--- src/rtl/tile_buf_seq_pkg.sv ---
// Shared definitions for the PREP/WAIT/COMP memory-controller FSM and its
// ping-pong buffer sequencer.
package tile_buf_seq_pkg;

  localparam int DEF_DEPTH  = 256;
  localparam int DEF_OFS_W  = 8;
  localparam int DEF_LEN_W  = 9;
  localparam int DEF_TILE_W = 8;

  // Encodings are shared bit-for-bit with the controller FSM.
  typedef enum logic [1:0] {
    PREP = 2'b00,
    COMP = 2'b01,
    WAIT = 2'b11
  } fsm_state_t;

endpackage

--- src/rtl/tile_buf_seq_if.sv ---
// Signal bundle between the controller side (master) and the buffer
// sequencer (slave).
interface tile_buf_seq_if #(
  parameter int OFS_W  = tile_buf_seq_pkg::DEF_OFS_W,
  parameter int LEN_W  = tile_buf_seq_pkg::DEF_LEN_W,
  parameter int TILE_W = tile_buf_seq_pkg::DEF_TILE_W
);

  tile_buf_seq_pkg::fsm_state_t state;
  logic              cfg_valid;
  logic [LEN_W-1:0]  cfg_len;
  logic [TILE_W-1:0] cfg_tiles;
  logic              cfg_err;
  logic              condition0_1;
  logic              condition1_2;
  logic              condition2_1;
  logic              fill_valid;
  logic              fill_ready;
  logic              wr_en;
  logic [OFS_W:0]    wr_addr;
  logic              pe_ready;
  logic              rd_en;
  logic [OFS_W:0]    rd_addr;
  logic [TILE_W-1:0] tile_cnt;
  logic              done;

  modport master (
    output state, cfg_valid, cfg_len, cfg_tiles, fill_valid, pe_ready,
    input  cfg_err, condition0_1, condition1_2, condition2_1,
    input  fill_ready, wr_en, wr_addr, rd_en, rd_addr, tile_cnt, done
  );

  modport slave (
    input  state, cfg_valid, cfg_len, cfg_tiles, fill_valid, pe_ready,
    output cfg_err, condition0_1, condition1_2, condition2_1,
    output fill_ready, wr_en, wr_addr, rd_en, rd_addr, tile_cnt, done
  );

endinterface

--- src/rtl/tile_buf_seq_pp_bank_ptr.sv ---
// Ping-pong bank pointer: offset counter that wraps at len-1 and flips the
// bank on wrap. Used once for the fill side and once for the drain side.
module pp_bank_ptr #(
  parameter int OFS_W = 8,
  parameter int LEN_W = 9
) (
  input  logic             clk,
  input  logic             reset,
  input  logic             adv,
  input  logic [LEN_W-1:0] len,
  output logic [OFS_W-1:0] ofs,
  output logic             bank,
  output logic             last
);

  logic [OFS_W-1:0] ofs_r;
  logic             bank_r;

  // len is never 0 once a config is latched, so len-1 cannot alias a live offset.
  always_comb begin
    last = (LEN_W'(ofs_r) == (len - LEN_W'(1)));
  end

  always_ff @(posedge clk or posedge reset) begin
    if (reset) begin
      ofs_r  <= '0;
      bank_r <= 1'b0;
    end else if (adv) begin
      if (last) begin
        ofs_r  <= '0;
        bank_r <= ~bank_r;
      end else begin
        ofs_r  <= ofs_r + 1'b1;
      end
    end
  end

  assign ofs  = ofs_r;
  assign bank = bank_r;

endmodule

--- src/rtl/tile_buf_seq.sv ---
// Condition generator and ping-pong activation-buffer sequencer for the
// PREP/WAIT/COMP memory-controller FSM (address/control only).
module tile_buf_seq
  import tile_buf_seq_pkg::*;
#(
  parameter int DEPTH  = DEF_DEPTH,
  parameter int OFS_W  = DEF_OFS_W,
  parameter int LEN_W  = DEF_LEN_W,
  parameter int TILE_W = DEF_TILE_W
) (
  input logic           clk,
  input logic           reset,
  tile_buf_seq_if.slave bus
);

  logic [LEN_W-1:0]  len_r;
  logic [TILE_W-1:0] tiles_r;
  logic [TILE_W-1:0] tile_cnt_r;
  logic              cfg_ok;
  logic              cfg_err_r;
  logic              cond01_r;
  logic              cond12_r;
  logic              cond21_r;
  logic              done_r;
  logic [1:0]        bank_full;
  logic [1:0]        bank_full_nxt;

  logic              cfg_hit;
  logic              cfg_legal;
  logic              fill_ready;
  logic              wr_en;
  logic              rd_en;
  logic              wr_done;
  logic              rd_done;

  logic [OFS_W-1:0]  wr_ofs;
  logic [OFS_W-1:0]  rd_ofs;
  logic              wr_bank;
  logic              rd_bank;
  logic              wr_last;
  logic              rd_last;

  pp_bank_ptr #(.OFS_W(OFS_W), .LEN_W(LEN_W)) u_wr_ptr (
    .clk   (clk),
    .reset (reset),
    .adv   (wr_en),
    .len   (len_r),
    .ofs   (wr_ofs),
    .bank  (wr_bank),
    .last  (wr_last)
  );

  pp_bank_ptr #(.OFS_W(OFS_W), .LEN_W(LEN_W)) u_rd_ptr (
    .clk   (clk),
    .reset (reset),
    .adv   (rd_en),
    .len   (len_r),
    .ofs   (rd_ofs),
    .bank  (rd_bank),
    .last  (rd_last)
  );

  always_comb begin
    cfg_hit   = bus.cfg_valid && (bus.state == PREP);
    cfg_legal = (bus.cfg_len != '0) && (bus.cfg_len <= LEN_W'(DEPTH)) &&
                (bus.cfg_tiles != '0);

    fill_ready = cfg_ok && !done_r && !bank_full[wr_bank];
    wr_en      = bus.fill_valid && fill_ready;
    // The condition2_1 cycle is a bubble: the FSM is still in COMP but the
    // next bank has not been handed over yet.
    rd_en      = (bus.state == COMP) && bank_full[rd_bank] && bus.pe_ready &&
                 !cond21_r;

    wr_done = wr_en && wr_last;
    rd_done = rd_en && rd_last;

    // A fill can only complete into an empty bank and a drain only out of a
    // full one, so the two updates always land on different bits.
    bank_full_nxt = bank_full;
    if (wr_done) bank_full_nxt[wr_bank] = 1'b1;
    if (rd_done) bank_full_nxt[rd_bank] = 1'b0;
  end

  always_ff @(posedge clk or posedge reset) begin
    if (reset) begin
      len_r      <= '0;
      tiles_r    <= '0;
      cfg_ok     <= 1'b0;
      cfg_err_r  <= 1'b0;
      cond01_r   <= 1'b0;
      cond12_r   <= 1'b0;
      cond21_r   <= 1'b0;
      bank_full  <= 2'b00;
      tile_cnt_r <= '0;
      done_r     <= 1'b0;
    end else begin
      cfg_err_r <= cfg_hit && !cfg_legal;
      if (cfg_hit && cfg_legal) begin
        len_r   <= bus.cfg_len;
        tiles_r <= bus.cfg_tiles;
        cfg_ok  <= 1'b1;
      end

      cond01_r  <= (bus.state == PREP) && cfg_ok && !cond01_r;
      cond12_r  <= (bus.state == WAIT) && bank_full[rd_bank] && !done_r &&
                   !cond12_r;
      cond21_r  <= rd_done;
      bank_full <= bank_full_nxt;

      if (rd_done) begin
        tile_cnt_r <= tile_cnt_r + 1'b1;
        if ((tile_cnt_r + 1'b1) == tiles_r) done_r <= 1'b1;
      end
    end
  end

  assign bus.cfg_err      = cfg_err_r;
  assign bus.condition0_1 = cond01_r;
  assign bus.condition1_2 = cond12_r;
  assign bus.condition2_1 = cond21_r;
  assign bus.fill_ready   = fill_ready;
  assign bus.wr_en        = wr_en;
  assign bus.wr_addr      = {wr_bank, wr_ofs};
  assign bus.rd_en        = rd_en;
  assign bus.rd_addr      = {rd_bank, rd_ofs};
  assign bus.tile_cnt     = tile_cnt_r;
  assign bus.done         = done_r;

endmodule

--- src/flat_wrapper.sv ---
// flat-port wrapper written by rule: the top's interface ports become plain ports
module tile_buf_seq_flat import tile_buf_seq_pkg::*;
#(
  parameter int DEPTH  = DEF_DEPTH,
  parameter int OFS_W  = DEF_OFS_W,
  parameter int LEN_W  = DEF_LEN_W,
  parameter int TILE_W = DEF_TILE_W
)
  (clk, reset, bus_state, bus_cfg_valid, bus_cfg_len, bus_cfg_tiles, bus_fill_valid, bus_pe_ready, bus_cfg_err, bus_condition0_1, bus_condition1_2, bus_condition2_1, bus_fill_ready, bus_wr_en, bus_wr_addr, bus_rd_en, bus_rd_addr, bus_tile_cnt, bus_done);
  tile_buf_seq_if #(.OFS_W(OFS_W), .LEN_W(LEN_W), .TILE_W(TILE_W)) bus_i ();
  input logic clk;
  input logic reset;
  input wire logic [$bits(bus_i.state)-1:0] bus_state;
  input wire logic [$bits(bus_i.cfg_valid)-1:0] bus_cfg_valid;
  input wire logic [$bits(bus_i.cfg_len)-1:0] bus_cfg_len;
  input wire logic [$bits(bus_i.cfg_tiles)-1:0] bus_cfg_tiles;
  input wire logic [$bits(bus_i.fill_valid)-1:0] bus_fill_valid;
  input wire logic [$bits(bus_i.pe_ready)-1:0] bus_pe_ready;
  output wire logic [$bits(bus_i.cfg_err)-1:0] bus_cfg_err;
  output wire logic [$bits(bus_i.condition0_1)-1:0] bus_condition0_1;
  output wire logic [$bits(bus_i.condition1_2)-1:0] bus_condition1_2;
  output wire logic [$bits(bus_i.condition2_1)-1:0] bus_condition2_1;
  output wire logic [$bits(bus_i.fill_ready)-1:0] bus_fill_ready;
  output wire logic [$bits(bus_i.wr_en)-1:0] bus_wr_en;
  output wire logic [$bits(bus_i.wr_addr)-1:0] bus_wr_addr;
  output wire logic [$bits(bus_i.rd_en)-1:0] bus_rd_en;
  output wire logic [$bits(bus_i.rd_addr)-1:0] bus_rd_addr;
  output wire logic [$bits(bus_i.tile_cnt)-1:0] bus_tile_cnt;
  output wire logic [$bits(bus_i.done)-1:0] bus_done;
  assign bus_i.state = bus_state;
  assign bus_i.cfg_valid = bus_cfg_valid;
  assign bus_i.cfg_len = bus_cfg_len;
  assign bus_i.cfg_tiles = bus_cfg_tiles;
  assign bus_i.fill_valid = bus_fill_valid;
  assign bus_i.pe_ready = bus_pe_ready;
  assign bus_cfg_err = bus_i.cfg_err;
  assign bus_condition0_1 = bus_i.condition0_1;
  assign bus_condition1_2 = bus_i.condition1_2;
  assign bus_condition2_1 = bus_i.condition2_1;
  assign bus_fill_ready = bus_i.fill_ready;
  assign bus_wr_en = bus_i.wr_en;
  assign bus_wr_addr = bus_i.wr_addr;
  assign bus_rd_en = bus_i.rd_en;
  assign bus_rd_addr = bus_i.rd_addr;
  assign bus_tile_cnt = bus_i.tile_cnt;
  assign bus_done = bus_i.done;
  tile_buf_seq #(.DEPTH(DEPTH), .OFS_W(OFS_W), .LEN_W(LEN_W), .TILE_W(TILE_W)) u_core (.clk(clk), .reset(reset), .bus(bus_i));
endmodule
--- config.mk ---
export PLATFORM = sky130hd
export DESIGN_NAME = tile_buf_seq_flat
export DESIGN_NICKNAME = d
export VERILOG_FILES = /design/src/rtl/tile_buf_seq_pkg.sv /design/src/rtl/tile_buf_seq_if.sv /design/src/rtl/tile_buf_seq_pp_bank_ptr.sv /design/src/rtl/tile_buf_seq.sv /design/src/flat_wrapper.sv
export SDC_FILE = /design/constraint.sdc
export NUM_CORES = 1
export LEC_CHECK = 0
export BUFFER_PORTS_ARGS = -buffer_cell sky130_fd_sc_hd__clkbuf_2
export CORE_ASPECT_RATIO = 0.6
export CORE_MARGIN = 4
export CORE_UTILIZATION = 50
export CTS_BUF_LIST = sky130_fd_sc_hd__clkbuf_4
export DETAILED_ROUTE_END_ITERATION = 16
export MAX_ROUTING_LAYER = met4
export PLACE_DENSITY = 0.8
export SLEW_MARGIN = 5
export SYNTH_ARGS = -nofsm -noshare
export SYNTH_HDL_FRONTEND = slang
export SYNTH_SLANG_ARGS = --single-unit
--- constraint.sdc ---
create_clock -name clk -period 2.5 [get_ports clk]
set_clock_uncertainty 0.2 [all_clocks]
set_input_delay 0.5 -clock clk [delete_from_list [all_inputs] [get_ports clk]]
set_output_delay 0.5 -clock clk [all_outputs]
set_load 0.01 [all_outputs]
==> impl_metrics.yaml <==
clocking:
  cts_buffers: 5
  clockBufferDepth: 2
  path_clk_slew_ns: 0.16
  clkLatencyLatePin_ns: 0.38
  cts.root.buffer_cell: "clkbuf_4"
  htreeDepth: 2
  cts_num_sinks: 51
  cts_tree: "built"
global_routing:
  track_usage_pct: 21.6
  grt_pass1_wl_microns: 11900
  grt_antenna_before_repair: 0
  first_global_vias: 2400
  grt_max_degree: 23
  grt_overflow_total: 0
synthesis:
  syn_area_sq_um: 3020
  synth_most_common_cell: "dfrtp_1"
  postSynthAreaPerCell_sq_um: 10.1
  synth_flop_cell: "dfrtp_1"
  synthTopCellsByCount: "dfrtp_1 (51), nor2_1 (24), xnor2_1 (24), nand2_1 (20), xor2_1 (20)"
  async_flop_share_pct: 100
  synth.distinct_cells: 54
  synthCells: 299
  ys_seq_area_share_pct: 42.3
  netlist.area_leader.share_pct: 42.3
  synth_nets: 327
  synth_area_leaders: "dfrtp_1 (42%), mux2_2 (7.1%), xnor2_1 (7.0%)"
  ys_warn_count: 0
  synth_area_leader_cell: "dfrtp_1"
  synth_seq_cells: 51
  synth_edf_count: 0
critical_path:
  end_kind: "register"
  critical_path.startpoint_type: "register"
  cp_max_fo: 6
  arrival_ns: 2.61
  critical_path_class: "register to register"
  required_ns: 2.58
detailed_routing:
  wire_per_inst_microns: 16.6
  drt_first_iter_violations: 122
  wl_microns: 7650
  via_count: 2558
  ant_nets: 0
  drc: 0
  drt-vias-per-instance: 5.56
  firstDrtPassIters: 4
floorplanning:
  die_h_microns: 68.2
  io_pins: 58
  num_rows: 21
  die_w_microns: 108
  die_area_sq_um: 7380
  coreArea_sq_um: 5700
  start_util_pct: 52.9
job:
  cap_violations: 0
final_layout:
  layout.nets: 407
  drive_gt1_share_pct: 37.4
  num_antenna_cells: 0
  syn2layout_area_growth_pct: 24.8
  num-fill-cells: 483
power_and_ir_drop:
  p_comb_share_pct: 39.2
  p_leak_uw: 0.00171
  p_switching_uw: 1040
  irDropWorstVdd_mv: 0.348
  seq_power_share_pct: 43.1
  p_per_area_nw_per_um2: 735
  swShare_pct: 37.6
  internal-power_uw: 1730
  power_frac_clock_pct: 17.7
placed_design:
  dp_slack_ns: -0.0219
  port_buffers: 57
  place_congestion: 0.949
  dp_hpwl_microns: 5710
timing:
  fin_ws_ns: -0.0317
  fin_tns_setup_ns: -0.0317
  rsz0062_at_grt: "true"
  hold_viol_final: 0
  min_period_ns: 2.53
  maxSlewHeadroom_pct: 69.6
  worst_pin_slew_ns: 0.456
  timing.fmax_mhz: 395
  post-route-period-util_pct: 101
  setup_violations: 1
  drv_slew: 0
min_path:
  hold_class: "input pin to register"
run_status:
  violations: "negative setup slack"
  outcome: "finished with violations"
final timing paths:
check	from	to	slack, ns	cells after the start
worst min register to register	u_core.bus.condition1_2	u_core.bus.condition1_2	0.26	1
worst max-delay path	u_core.len_r[0]	u_core.bus.tile_cnt[1]	-0.03	9
worst max register to register	u_core.len_r[0]	u_core.bus.tile_cnt[1]	-0.03	9
worst min-delay path	bus_state[0]	u_core.bus.condition0_1	0.11	2
min in group asynchronous	reset	u_core.bus.condition1_2	0.43	3
max in group asynchronous	reset	u_core.len_r[2]	1.06	4
placed cells by master (no fill, tap or decap), drive strengths merged, types with 10 or more instances in the layout:
| cell | n |
|---|---|
| clkbuf | 62 |
| dfrtp | 51 |
| buf | 28 |
| xnor2 | 24 |
| nor2 | 24 |
| nand2 | 20 |
| xor2 | 20 |
| mux2 | 20 |
| nand3 | 13 |
| o21ai | 13 |
| nor3 | 12 |
| a21oi | 10 |
per-layer routing:
metal / wire length (microns) / part of all wire (%) / vias to the layer above / GRT usage [%]
met3: 538 / 7.0 / 3 / 3.58
met4: 27 / 0.35 / 0 / 4.09
met2: 3420 / 45 / 84 / 31.6
met5: 0 / 0 / - / -
met1: 3670 / 48 / 1243 / 31.8
li1: - / - / 1228 / -
worst max-delay path: stages, from the launching register on:
cell      delay, ns
dfrtp_1        0.44
inv_2          0.08
ha_4           0.17
buf_6          0.12
and3b_1        0.18
o211ai_1       0.14
a32oi_4        0.34
nand3_4        0.17
nor3_4         0.26
mux2_4         0.33
logic make-up (layout without fill, tap and decap cells):
| kind of cell | count (synthesis) | after routing | synth area share (%) |
|---|---|---|---|
| adder cells (fa/ha/maj) | 4 | 4 | 1.66 |
| XOR/XNOR | 44 | 44 | 12.8 |
| AND/OR/NAND/NOR | 110 | 111 | 21.1 |
| buffers and inverters | 23 | 103 | 4.02 |
| flip-flops | 51 | 51 | 42.3 |
| multiplexers | 22 | 22 | 8.25 |
| AO/OA/AOI/OAI | 45 | 45 | 9.91 |
registers in the layout, indices dropped and copies added (netlist names):
register                 count
u_core.u_wr_ptr.bank         1
u_core.tiles_r               8
u_core.len_r                 9
u_core.cfg_ok                1
u_core.bus.done              1
u_core.u_wr_ptr.ofs          8
u_core.bus.condition1_2      1
u_core.bus.condition0_1      1
u_core.u_rd_ptr.bank         1
u_core.bus.condition2_1      1
u_core.u_rd_ptr.ofs          8
u_core.bus.tile_cnt          8
u_core.bank_full             2
u_core.bus.cfg_err           1
final cells by class:
class	count	area, sq um	share of cell area, %
clock buffer	5	37.5	0.996
clock inverter	3	42.5	1.13
inverter	9	33.8	0.897
multi-input combinational	226	1750	46.4
sequential	51	1280	34.0
tap	80	100	2.66
timing repair buffer	86	526	13.9
power by group through the flow:
stage	clock network (uW)	registers, uW	logic [uW]
floorplan	0	1130	709
global placement	0	1190	906
detailed placement	0	1200	929
CTS	502	1180	954
global route	539	1220	1180
finish	490	1190	1080
through the flow:
stage               cell area (sq um)  instances  hold slack, ns  utilization, %  power, uW
floorplan                        3030        299           0.254               -       1840
global placement                 3480        442           0.222            61.0       2090
detailed placement               3480        442           0.236            61.0       2130
CTS                              3580        452          0.0960            62.8       2640
global route                     3770        460           0.111            66.1       2940
finish                           3770        460           0.110            66.1       2770
what timing repair did:
item / 4_1_cts / 5_1_grt
hold buffers: 1 / 0
cloned: 0 / 1
resized for setup: 2 / 26
endpoints found under the setup margin: 8 / 32
setup buffers: 1 / 7
hold endpoints to repair: 20 / 0
pin swaps: 0 / 2
No activity file was read; power rests on OpenSTA's default activity.
